==> config.mk <==
export PLATFORM = sky130hd
export DESIGN_NAME = spi_slave
export DESIGN_NICKNAME = d
export VERILOG_FILES = /design/src/rtl/spi_sync.sv /design/src/rtl/spi_slave.sv
export SDC_FILE = /design/constraint.sdc
export NUM_CORES = 1
export LEC_CHECK = 0
export BUFFER_PORTS_ARGS = -buffer_cell sky130_fd_sc_hd__buf_2
export CORE_MARGIN = 2
export CORE_UTILIZATION = 50
export CTS_CLUSTER_DIAMETER = 30
export DETAILED_ROUTE_END_ITERATION = 12
export PLACE_DENSITY = 0.74
export SLEW_MARGIN = 0
export SYNTH_ARGS = -nofsm -noshare
export SYNTH_HDL_FRONTEND = slang
export SYNTH_SLANG_ARGS = --single-unit
==> constraint.sdc <==
create_clock -name clock -period 1.7 [get_ports clock]
set_clock_uncertainty 0.2 [all_clocks]
set_input_delay 0.34 -clock clock [delete_from_list [all_inputs] [get_ports clock]]
set_output_delay 0.34 -clock clock [all_outputs]
set_load 0.01 [all_outputs]
==> src/rtl/spi_sync.sv <==
// SYNC-stage synchroniser with a selectable reset level.
// Latency is SYNC cycles. It has no backpressure and samples din on every cycle.
module spi_sync #(
    parameter int SYNC = 2
) (
    input  logic clock,
    input  logic reset,
    input  logic init,
    input  logic din,
    output logic dout
);

    logic [SYNC-1:0] stg;

    always_ff @(posedge clock) begin
        if (reset) begin
            stg <= {SYNC{init}};
        end else begin
            stg <= {stg[SYNC-2:0], din};
        end
    end

    assign dout = stg[SYNC-1];

endmodule

==> src/rtl/spi_slave.sv <==
// Mode-0 SPI target with a one-byte tx buffer. q/rx update one cycle after a detected ck rise.
// It has no backpressure: an empty buffer at reload sends 8'hFF and sets the sticky und flag.
module spi_slave #(
    parameter int SYNC = 2
) (
    input  logic       clock,
    input  logic       reset,
    input  logic       cs,
    input  logic       ck,
    input  logic       mosi,
    output logic       miso,
    input  logic [7:0] d,
    input  logic       load,
    output logic [7:0] q,
    output logic       rx,
    output logic       busy,
    output logic       empty,
    output logic       und
);

    typedef enum logic {IDLE, ACTIVE} state_t;

    state_t     state, state_nxt;
    logic       cs_s, ck_s, mosi_s, cs_d, ck_d;
    logic       cs_fall, cs_rise, ck_rise, ck_fall;
    logic       shift_rx, shift_tx, reload, consume;
    logic [2:0] cnt;
    logic [7:0] tx_sr, rx_sr, tx_buf;

    spi_sync #(.SYNC(SYNC)) u_sync_cs   (.clock(clock), .reset(reset), .init(1'b1), .din(cs),   .dout(cs_s));
    spi_sync #(.SYNC(SYNC)) u_sync_ck   (.clock(clock), .reset(reset), .init(1'b0), .din(ck),   .dout(ck_s));
    spi_sync #(.SYNC(SYNC)) u_sync_mosi (.clock(clock), .reset(reset), .init(1'b1), .din(mosi), .dout(mosi_s));

    always_comb begin
        cs_fall   = cs_d & ~cs_s;
        cs_rise   = ~cs_d & cs_s;
        ck_rise   = ~ck_d & ck_s;
        ck_fall   = ck_d & ~ck_s;
        state_nxt = state;
        shift_rx  = 1'b0;
        shift_tx  = 1'b0;
        reload    = 1'b0;
        miso      = 1'b1;
        busy      = 1'b0;
        case (state)
            IDLE: begin
                if (cs_fall) begin
                    state_nxt = ACTIVE;
                    reload    = 1'b1;
                end
            end
            ACTIVE: begin
                busy = 1'b1;
                miso = tx_sr[7];
                if (cs_rise) begin
                    state_nxt = IDLE;
                end else begin
                    shift_rx = ck_rise;
                    // A falling edge at count 0 opens the next byte, so reload instead of shifting.
                    if (ck_fall) begin
                        if (cnt == 3'd0) reload   = 1'b1;
                        else             shift_tx = 1'b1;
                    end
                end
            end
            default: state_nxt = IDLE;
        endcase
        consume = reload & ~empty;
    end

    always_ff @(posedge clock) begin
        if (reset) begin
            state  <= IDLE;
            cs_d   <= 1'b1;
            ck_d   <= 1'b0;
            cnt    <= 3'd0;
            tx_sr  <= 8'hFF;
            rx_sr  <= 8'hFF;
            tx_buf <= 8'h00;
            q      <= 8'h00;
            rx     <= 1'b0;
            empty  <= 1'b1;
            und    <= 1'b0;
        end else begin
            state <= state_nxt;
            cs_d  <= cs_s;
            ck_d  <= ck_s;
            rx    <= 1'b0;

            if (state == IDLE || cs_rise) begin
                cnt <= 3'd0;
            end else if (shift_rx) begin
                cnt <= cnt + 3'd1;
            end

            if (shift_rx) begin
                rx_sr <= {rx_sr[6:0], mosi_s};
                if (cnt == 3'd7) begin
                    q  <= {rx_sr[6:0], mosi_s};
                    rx <= 1'b1;
                end
            end

            if (reload) begin
                tx_sr <= empty ? 8'hFF : tx_buf;
                if (empty) und <= 1'b1;
            end else if (shift_tx) begin
                tx_sr <= {tx_sr[6:0], 1'b1};
            end

            // A same-cycle load wins: the new byte stays buffered while the old one moves to tx_sr.
            if (load) begin
                tx_buf <= d;
                empty  <= 1'b0;
            end else if (consume) begin
                empty <= 1'b1;
            end
        end
    end

endmodule

# Yosys cells after proc, flatten, opt, wreduce, memory -nomap -nowiden
# Index checks and enable logic that the tools add are counted.
[totals]
elab_cells = 57
rom_bits = 0
input_bits = 14
register_bits = 46
output_inout_bits = 13
latchBits = 0
ram_bits = 0
n_memories = 0
[op_classes]
n_addsub = 1
n_eq_ne = 1
n_shift = 0
mux = 21
order_cmp = 0
n_reduce_logical = 8
div = 0
n_mul = 0
bitwise_logic = 12
[op_table]
columns = ["operator", "count"]
rows = [
  ["2-to-1 mux 8 bit", 3],
  ["2-to-1 mux 1 bit", 16],
  ["NOT 1 bit", 7],
  ["bitwise AND 1 bit", 5],
  ["one-hot mux 1 bit (2 select lines)", 2],
  ["AND reduction 2 bit", 2],
  ["nonzero test 2 bit", 2],
  ["OR reduction 2 bit", 2],
  ["adder 3 x 1 -> 3 bit (second input constant)", 1],
  ["equality test 3 bit (second input constant)", 1],
  ["zero test 3 bit", 1],
  ["logical OR 1 bit", 1],
]

# Longest topological paths before layout
# Gate-level depths: netlist (run 1).
[logic_depth]
ltp_word = 8
mapped_depth = 7
mapped_depth_nobuf = 6

# By module
# Synthesis (run 1) repeated with hierarchy kept, for this count alone.
[unflattened]
cells_unflattened = 181
hier_area_um2 = 1810.5
[by_module_without_submodules]
columns = ["mod", "area_each_um2", "n_inst", "cells_each", "seq_area_each_um2"]
rows = [
  ["spi_slave", 1622.8, 1, 169, 800.8],
  ["spi_sync", 62.6, 3, 4, 40.0],
]

# Worst setup path before layout (run 1)
# No wires, ideal clock.
[synth_path]
path_kind = "reg2reg"
startpoint = "register cnt[0]"
endpoint = "register tx_sr[1]"
path_stages_with_launch = 7
t_required_ps = 1369
arrival_time_ps = 1338
slack_ps = 30
period_less_slack_ps = 1670
n_path_buf = 0
setup_ps = 131
cell_sequence = "dfxtp_1 > inv_1 > ha_1 > clkinv_1 > o41ai_4 > nor3b_1 > o22ai_1"
[synth_between]
elab_chain_cells = 6
word_cells_on_any_way = 11
classes_between = "mux (9); reduce/logical (2)"
[synth_rtl]
columns = ["element", "line", "rtl"]
rows = [
  ["from (decl)", "spi_slave.sv:27", "logic [2:0] cnt;"],
  ["from (signal assigned)", "spi_slave.sv:93", "cnt <= cnt + 3'd1;"],
  ["zero test 3 bit (*)", "spi_slave.sv:61", "if (cnt == 3'd0) reload = 1'b1;"],
  ["2-to-1 mux 1 bit", "spi_slave.sv:61", ""],
  ["2-to-1 mux 1 bit", "spi_slave.sv:60", "if (ck_fall) begin"],
  ["2-to-1 mux 1 bit", "spi_slave.sv:55", "if (cs_rise) begin"],
  ["one-hot mux 1 bit (2 select lines) / 2-to-1 mux 1 bit (equally long branches)", "spi_slave.sv:45", "case (state)"],
  ["2-to-1 mux 8 bit / nonzero test 2 bit (equally long branches)", "n/a", ""],
  ["to (signal assigned)", "spi_slave.sv:105", "tx_sr <= empty ? 8'hFF : tx_buf;"],
  ["to (signal assigned)", "spi_slave.sv:108", "tx_sr <= {tx_sr[6:0], 1'b1};"],
  ["to (decl)", "spi_slave.sv:28", "logic [7:0] tx_sr, rx_sr, tx_buf;"],
]
# Mark *: on every way between the ends. The rest lies on a longest branch, timed or not.
# A chain may end at the register's enable or synchronous reset.

# Worst setup path in the final report (run 1)
[layout_path]
startpoint = "register cnt[1]"
endpoint = "register tx_sr[6]"
# Same word-level chain as after synthesis.

==> results.sh, run 1 <==
export IMPL_cp_start_kind="register"
export IMPL_worstSetupStartpoint="cnt[1]"
export IMPL_cts_clk_slew_worst_paths_ps=130
export IMPL_dpl_hpwl_mm=2.453
export IMPL_syn_to_final_growth_pct=26.89
export IMPL_layout_setup_ws_ps=-37.65
export IMPL_place_gp_congestion=0.7261
export IMPL_fp_dieH_um=64.55
export IMPL_ios=27
export IMPL_antenna_cells=0
export IMPL_cp_max_fo=5
export IMPL_clk_latency_ps=350
export IMPL_fp_row_count=21
export IMPL_peakVddDrop_v=0.0006362
export IMPL_worstMarginPinSlew_ps=316.2
export IMPL_placed_cell_area_sq_um=2064
export IMPL_synth_top_area_frac=0.5024
export IMPL_slew_headroom=0.7885
export IMPL_fin_crit_sh=1.022
export IMPL_drtIter0Drc=84
export IMPL_synth_top_family_by_area="simple AND/OR/NAND/NOR gates"
export IMPL_finish_instance_area_sq_um=2326
export IMPL_chipWidth_um=64.55
export IMPL_synth_avg_cell_area_sq_um=9.400
export IMPL_synthTopCellsByCount="dfxtp_1 (46), nand2_1 (27), nor2_1 (21), o22ai_1 (14), a21oi_1 (12)"
export IMPL_synth_main_ff_cell="dfxtp_1"
export IMPL_violations="setup timing"
export IMPL_status="finished with violations"
export IMPL_syn_inst=195
export IMPL_seqCellArea_sq_um=929.6
export IMPL_port_buffers=26
export IMPL_hp_class="in2reg"
export IMPL_cts_made_buffers=5
export IMPL_dr_pass1_iters=4
export IMPL_period_needed_ps=1738
export IMPL_track_usage=0.1828
export IMPL_grt_pass1_vias=1339
export IMPL_synthAdderAreaFrac=0.02048
export IMPL_yosysMostFrequentCell="dfxtp_1"
export IMPL_multi_input_area_sq_um=914.6
export IMPL_post_place_ws_ps=-85.10
export IMPL_grt_setup_unrepaired="yes"
export IMPL_worstReg2RegEnd="tx_sr[6]"
export IMPL_final_cell_count_no_fill=288
export IMPL_via_per_inst=5.101
export IMPL_fin_tns_setup_ps=-154.4
export IMPL_synth_area_sq_um=1833
export IMPL_critPathKind="reg2reg"
export IMPL_hold_violations=0
export IMPL_maxCapViolCount=0
export IMPL_grt_antenna_before_repair=0
export IMPL_dp_cells=271
export IMPL_max_freq_mhz=575.5
export IMPL_cts_tree="built"
export IMPL_fillCellCount=284
export IMPL_worstReg2RegStart="cnt[1]"
export IMPL_setup_viol=6
export IMPL_crit_end="tx_sr[6]"
export IMPL_die_area_sq_um=4166
export IMPL_cts_root_buf="clkbuf_4"
export IMPL_r2r_cells=8
export IMPL_ys_seq_elements=46
export IMPL_final_util=0.6810
export IMPL_htree_num_levels=2
export IMPL_yosysUniqueCellTypes=33
export IMPL_cts_buffer_depth=2
export IMPL_wl_per_cell_um=12.76
export IMPL_grt_pass1_wl_mm=5.837
export IMPL_cts_num_sinks=46
export IMPL_yosys_area_top_type="dfxtp_1"
export IMPL_drive_above_1_share=0.3554
export IMPL_synth_mux_area_frac=0.04369
export IMPL_cp_arrival_ps=1820
export IMPL_async_reset_ff_frac=0
export IMPL_synthesis_nets=212
export IMPL_p_leak_nw=0.9779
export IMPL_synth_compound_area_frac=0.1140
export IMPL_routed_wl_mm=3.675
export IMPL_yosysSeqAreaShare=0.5024
export IMPL_cp_required_ps=1780
export IMPL_route_vias_total=1469
export IMPL_synth_area_top_cells="dfxtp_1 (50%), nand2_1 (5.5%), o22ai_1 (4.8%)"
export IMPL_initial_core_util=0.5366
export IMPL_reg2reg_slack_ps=-40
export IMPL_finalMaxSlewViolations=0
export IMPL_power_density_nw_per_um2=782.9
export IMPL_grt_max_degree=28
export IMPL_synth_edf_count=0
export IMPL_overflow=0
export IMPL_crit_path_end_kind="register"
export IMPL_core_area_sq_um=3416
export IMPL_drc=0
export IMPL_synthXorXnorAreaFrac=0.004778
export IMPL_yosys_area_share_simple=0.2669
export IMPL_nNetsFinal=258
export IMPL_ys_warn_count=0
export IMPL_drtAntennaViolNets=0
==> cells by family (layout without fill, tap and decap cells) <==
kind of cell	Yosys count	after routing
buffers and inverters	15	62
xor gates and xnor gates	1	1
muxes	8	8
and+or+nand+nor	91	91
DFF	46	46
adders and majority gates	3	3
AOI/OAI and AO/OA	31	31
==> area by class of cell <==
class	instances	share of cell area
Sequential cell	46	0.3997
Timing Repair Buffer	51	0.1501
Inverter	3	0.004841
Clock buffer	6	0.02205
Tap cell	46	0.02474
Multi-Input combinational cell	134	0.3932
Clock inverter	2	0.005379
==> registers in the layout (all words and copies together), names as in the netlist <==
signal,cells
u_sync_ck.stg,2
ck_d,1
rx_sr,7
u_sync_mosi.stg,2
cnt,3
q,8
state,1
cs_d,1
empty,1
tx_buf,8
rx,1
u_sync_cs.stg,2
und,1
tx_sr,8
==> through the flow <==
step                power (mW)  hold WS, ps
finish                   1.821        14.54
global route             1.904        3.199
CTS                      1.831       0.1593
detailed placement       1.277        207.3
global placement         1.275        192.0
floorplan                1.234        189.5
==> per-layer routing <==
layer / track usage / part of all wire / routed length, um / vias to the layer above
met5: 0 / 0 / 0 / -
met3: 0.04861 / 0.048 / 176 / 7
met1: 0.2239 / 0.45 / 1640 / 670
li1: - / - / - / 759
met4: 0.07181 / 0.015 / 56 / 0
met2: 0.3060 / 0.49 / 1802 / 33
==> how the worst min path moves through the flow <==
stage	startpoint	slack (ps)	cells past startpoint	to
finish	d[5]	10	3	tx_buf[5]
global placement	u_sync_cs.stg[0]	190	1	u_sync_cs.stg[1]
global route	d[6]	3	3	tx_buf[6]
floorplan	u_sync_cs.stg[0]	190	1	u_sync_cs.stg[1]
CTS	d[5]	0.2	3	tx_buf[5]
detailed placement	u_sync_cs.stg[0]	210	1	u_sync_cs.stg[1]
==> cell usage in the layout, fill, tap and decap left out, types with 7 or more instances in the layout <==
cell | Yosys | final
nor3b_2 | 0 | 7
nand3b_1 | 9 | 9
mux2i_1 | 8 | 8
buf_4 | 1 | 15
nand3_1 | 9 | 8
buf_2 | 1 | 26
dfxtp_1 | 46 | 39
nand2_1 | 27 | 27
o22ai_1 | 14 | 11
nor2_1 | 21 | 21
dfxtp_2 | 0 | 7
a21oi_1 | 12 | 11
==> critical path, stage by stage (launching register included) <==
cell and delay [ps]:
dfxtp_2 350, inv_2 60, ha_4 120, inv_2 40, o41ai_4 380, buf_4 210, buf_4 120, o22ai_1 80
o22ai_1 110
==> report_power, final <==
group | switching [mW] | total, mW | internal (mW)
logic | 0.0715 | 0.154 | 0.0821
registers | 0.0232 | 1.13 | 1.11
clock network | 0.340 | 0.539 | 0.199
total | 0.435 | 1.82 | 1.39
==> what timing repair did <==
action,4_1_cts,5_1_grt
hold buffers,5,0
gates cloned,1,0
gates resized for setup,7,25
setup buffers,3,0
endpoints found under the hold margin,5,0
pin swaps,2,6
endpoints found under the setup margin,15,23
Note: power is estimated with default switching activity, not from simulation.
==> run 2: changes to the inputs <==
CELL_PAD_IN_SITES_DETAIL_PLACEMENT = 0   (was unset)
CELL_PAD_IN_SITES_GLOBAL_PLACEMENT = 2   (was unset)
CORE_UTILIZATION = 31   (was 50)
PLACE_DENSITY = unset   (was 0.74)
PLACE_DENSITY_LB_ADDON = 0.1   (was unset)
==> results.sh, run 2 (synthesis results as in run 1) <==
export IMPL_grt_pass1_wl_mm=6.520
export IMPL_place_gp_congestion=0.7095
export IMPL_drtAntennaViolNets=0
export IMPL_drc=0
export IMPL_cts_made_buffers=5
export IMPL_finalMaxSlewViolations=0
export IMPL_layout_setup_ws_ps=-44.56
export IMPL_cp_required_ps=1720
export IMPL_cts_root_buf="clkbuf_8"
export IMPL_min_from="cs"
export IMPL_cp_start_kind="register"
export IMPL_m1WireLength_mm=1.790
export IMPL_overflow=0
export IMPL_max_freq_mhz=573.2
export IMPL_period_needed_ps=1745
export IMPL_cp_max_fo=5
export IMPL_met2_length_mm=2.067
export IMPL_worstSetupStartpoint="cnt[1]"
export IMPL_mostFrequentLayoutCell="dfxtp_1"
export IMPL_grt_antenna_before_repair=0
export IMPL_setup_viol=5
export IMPL_placed_cell_area_sq_um=2113
export IMPL_fp_dieH_um=80.90
export IMPL_core_area_sq_um=5816
export IMPL_post_place_ws_ps=-97.57
export IMPL_drive_above_1_share=0.3460
export IMPL_hp_class="in2reg"
export IMPL_maxCapViolCount=0
export IMPL_final_cell_count_no_fill=312
export IMPL_routed_top_layer="met4"
export IMPL_die_area_sq_um=6544
export IMPL_initial_core_util=0.3152
export IMPL_fin_crit_sh=1.026
export IMPL_worstReg2RegStart="cnt[1]"
export IMPL_reg2reg_slack_ps=-40
export IMPL_crit_path_end_kind="register"
export IMPL_dpl_hpwl_mm=2.701
export IMPL_hold_buffers=0
export IMPL_final_cell_mix="dfxtp_1 (41), nand2_1 (27), buf_2 (26)"
export IMPL_via_per_inst=4.689
export IMPL_peakVddDrop_v=0.0003549
export IMPL_dp_cells=300
export IMPL_cts_buffer_depth=2
export IMPL_worstMarginPinSlew_ps=380.2
export IMPL_cts_num_sinks=46
export IMPL_hold_violations=0
export IMPL_violations="setup timing"
export IMPL_cts_tree="built"
export IMPL_nNetsFinal=253
export IMPL_grt_setup_unrepaired="yes"
export IMPL_grt_pass1_vias=1417
export IMPL_port_buffers=26
export IMPL_dr_pass1_iters=5
export IMPL_worstReg2RegEnd="tx_sr[4]"
export IMPL_htree_num_levels=2
export IMPL_fillCellCount=622
export IMPL_chipWidth_um=80.90
export IMPL_antenna_cells=0
export IMPL_syn_to_final_growth_pct=26.76
export IMPL_power_density_nw_per_um2=830.0
export IMPL_p_leak_nw=0.9746
export IMPL_critPathKind="reg2reg"
export IMPL_reg_top3="q x8, tx_buf x8, tx_sr x8"
export IMPL_r2r_cells=8
export IMPL_cts_clk_slew_worst_paths_ps=90
export IMPL_track_usage=0.1297
export IMPL_fin_tns_setup_ps=-149.6
export IMPL_wl_met3_um=125
export IMPL_finish_instance_area_sq_um=2323
export IMPL_grt_max_degree=20
export IMPL_ios=27
export IMPL_slew_headroom=0.7458
export IMPL_crit_end="tx_sr[4]"
export IMPL_cp_arrival_ps=1770
export IMPL_route_vias_total=1463
export IMPL_drtIter0Drc=56
export IMPL_wl_per_cell_um=12.84
export IMPL_clk_latency_ps=290
export IMPL_hold_ws_ps=22.15
export IMPL_fp_row_count=28
export IMPL_routed_wl_mm=4.006
export IMPL_status="finished with violations"
-- run 2: how the worst min path moves through the flow --
stage	to	cells past startpoint
final	u_sync_cs.stg[0]	2
after global placement	u_sync_cs.stg[1]	1
after detailed placement	u_sync_cs.stg[1]	1
after floorplan	u_sync_cs.stg[1]	1
after CTS	u_sync_mosi.stg[0]	2
after global routing	u_sync_mosi.stg[0]	2
-- run 2: worst max-delay path, stage by stage (launching register included) --
cell,delay (ps)
dfxtp_2,330
inv_2,60
ha_4,140
inv_4,30
o41ai_4,380
buf_4,220
buf_6,120
o22ai_2,60
o22ai_2,130
-- run 2: through the flow --
step	utilization	power (mW)
2_1_floorplan	-	1.234
3_3_place_gp	0.3634	1.274
3_5_place_dp	0.3634	1.277
4_1_cts	0.3924	1.965
5_1_grt	0.3995	2.024
6_report	0.3995	1.929
-- run 2: area by class of cell --
| type | count | area [sq um] | area share |
|---|---|---|---|
| clock buffer | 6 | 72.57 | 0.03123 |
| clock inverter | 2 | 13.76 | 0.005924 |
| inverter | 3 | 13.76 | 0.005924 |
| multi-input combinational | 134 | 898.4 | 0.3866 |
| sequential | 46 | 927.1 | 0.3990 |
| tap | 75 | 93.84 | 0.04039 |
| timing repair buffer | 46 | 304.0 | 0.1309 |
-- run 2: timing repair --
action,in CTS,in global routing
pin swaps,6,6
cloned,1,0
buffers inserted,3,0
setup endpoints to repair,8,10
resized for setup,14,12
-- run 2: power by group --
group | total, mW | internal, mW | switching, mW | leakage [nW]
combinational | 0.142 | 0.0746 | 0.0679 | 0.553
clock | 0.660 | 0.291 | 0.369 | 0.0452
sequential | 1.13 | 1.10 | 0.0224 | 0.377
total | 1.93 | 1.47 | 0.460 | 0.975
-- run 2: layer usage --
layer | vias to the layer above | track usage
met1 | 689 | 0.1519
met2 | 20 | 0.2240
met4 | 0 | 0.04068
li1 | 752 | -
met5 | - | 0
met3 | 2 | 0.04222
==> run 3: changes to the inputs <==
REMOVE_ABC_BUFFERS = 1   (was unset)
==> results.sh, run 3 (synthesis results as in run 1) <==
export IMPL_status="finished with violations"
export IMPL_violations="setup timing"
export IMPL_slowest_delay_ps=350
export IMPL_worstReg2RegEnd="tx_sr[2]"
export IMPL_reg_top3="q x8, tx_buf x8, tx_sr x8"
export IMPL_critPathKind="reg2reg"
export IMPL_grt_pass1_vias=1268
export IMPL_r2r_cells=8
export IMPL_grt_pass1_wl_mm=5.927
export IMPL_fin_crit_sh=1.002
export IMPL_peakVddDrop_v=0.0004247
export IMPL_reg2reg_slack_ps=-4
export IMPL_final_util=0.4036
export IMPL_cts_tree="built"
export IMPL_hp_class="in2reg"
export IMPL_mostFrequentLayoutCell="dfxtp_1"
export IMPL_hold_depth=2
export IMPL_fp_row_count=28
export IMPL_cp_arrival_ps=1720
export IMPL_max_freq_mhz=586.9
export IMPL_finalMaxSlewViolations=0
export IMPL_initial_core_util=0.3152
export IMPL_nNetsFinal=250
export IMPL_place_gp_congestion=0.6928
export IMPL_routed_wl_mm=3.798
export IMPL_maxCapViolCount=0
export IMPL_worstReg2RegStart="cnt[1]"
export IMPL_hold_violations=0
export IMPL_use_met1=0.1583
export IMPL_dpl_hpwl_mm=2.564
export IMPL_power_density_nw_per_um2=879.8
export IMPL_final_cell_mix="dfxtp_1 (41), nand2_1 (27), buf_2 (26)"
export IMPL_cts_root_buf="clkbuf_8"
export IMPL_period_needed_ps=1704
export IMPL_busiest_layer="met2"
export IMPL_min_to="u_sync_mosi.stg[0]"
export IMPL_via_per_inst=4.693
export IMPL_cts_num_sinks=46
export IMPL_crit_path_end_kind="register"
export IMPL_p_leak_nw=0.9750
export IMPL_htree_num_levels=2
export IMPL_finish_instance_area_sq_um=2347
export IMPL_cp_required_ps=1710
export IMPL_cts_buffer_depth=2
export IMPL_grt_use_met3=0.03778
export IMPL_route_vias_total=1450
export IMPL_wl_per_cell_um=12.29
export IMPL_drive_above_1_share=0.3376
export IMPL_clk_latency_ps=290
export IMPL_met2_usage=0.1760
export IMPL_grt_antenna_before_repair=0
export IMPL_grt_max_degree=30
export IMPL_cp_start_kind="register"
export IMPL_slew_headroom=0.7362
export IMPL_power_mw=2.065
export IMPL_cp_max_fo=8
export IMPL_min_from="mosi"
export IMPL_placed_cell_area_sq_um=2111
export IMPL_antenna_cells=0
export IMPL_core_area_sq_um=5816
export IMPL_cts_clk_slew_worst_paths_ps=80
export IMPL_drtAntennaViolNets=0
export IMPL_fp_dieH_um=80.90
export IMPL_slowest_stage="o41ai_4"
export IMPL_track_usage=0.1204
export IMPL_cp_cell_sequence="inv_2 > ha_4 > inv_2 > o41ai_4 > buf_4 > buf_6 > o22ai_1 > o22ai_1"
export IMPL_drc=0
export IMPL_grt_setup_unrepaired="yes"
export IMPL_worstMarginPinSlew_ps=394.6
export IMPL_post_place_ws_ps=-121.5
export IMPL_dr_pass1_iters=4
export IMPL_overflow=0
export IMPL_port_buffers=26
export IMPL_setup_viol=1
export IMPL_drtIter0Drc=50
export IMPL_ios=27
export IMPL_chipWidth_um=80.90
export IMPL_syn_to_final_growth_pct=28.05
export IMPL_layout_setup_ws_ps=-3.969
export IMPL_cts_made_buffers=5
export IMPL_die_area_sq_um=6544
run 3: cell types whose count changed in the layout (fill, tap and decap cells not counted), moves of 2 or more:
cell,before,now
buf_4,16,12
nor3b_2,6,4
nor3b_4,0,3
o22ai_1,9,12
o22ai_2,5,2
run 3: critical path: cells and delay by family (launching register included):
kind                     cells  cell delay (ps)
buffers and inverters        4              380
AO/OA/AOI/OAI                3              580
adder cells (fa/ha/maj)      1              120
flip-flops                   1              330
run 3: timing repair:
item,4_1_cts,5_1_grt
hold buffers,0,0
gates cloned,1,1
buffers inserted,0,2
endpoints found under the setup margin,8,17
gates resized for setup,11,15
pin swaps,2,9
run 3: worst max path at each step:
| stage | from | endpoint |
|---|---|---|
| floorplan | cnt[0] | tx_sr[1] |
| CTS | u_sync_ck.stg[1] | tx_sr[1] |
| global route | cnt[1] | tx_sr[2] |
| global placement | cnt[0] | tx_sr[7] |
| finish | cnt[1] | tx_sr[2] |
| detailed placement | cnt[0] | tx_sr[7] |
run 3: cell type report:
| class | count | area (sq um) |
|---|---|---|
| Timing Repair Buffer | 42 | 282.8 |
| Tap cell | 75 | 93.84 |
| Inverter | 3 | 11.26 |
| Multi-Input combinational cell | 135 | 923.4 |
| Fill cell | 630 | 3468 |
| Sequential cell | 46 | 927.1 |
| Clock inverter | 3 | 40.04 |
| Clock buffer | 5 | 68.82 |
run 3: where the power goes:
group          internal, mW  total, mW  leakage, nW  switching [mW]
combinational        0.0763      0.145        0.540          0.0688
clock                 0.433      0.791       0.0579           0.358
sequential             1.10       1.13        0.377          0.0254
total                  1.61       2.07        0.975           0.453
run 3: through the flow:
step | hold WS (ps) | cells | setup TNS [ps]
floorplan | 189.5 | 183 | -1028
global placement | 198.1 | 298 | -74.15
detailed placement | 201.3 | 298 | -657.7
CTS | 2.402 | 306 | -2.503
global route | 10.30 | 309 | -186.0
finish | 20.12 | 309 | -3.969
run 3: metal layers:
layer	part of all wire	vias to the layer above
li1	-	749
met3	0.038	7
met1	0.50	673
met5	0	-
met4	0.018	0
met2	0.45	21
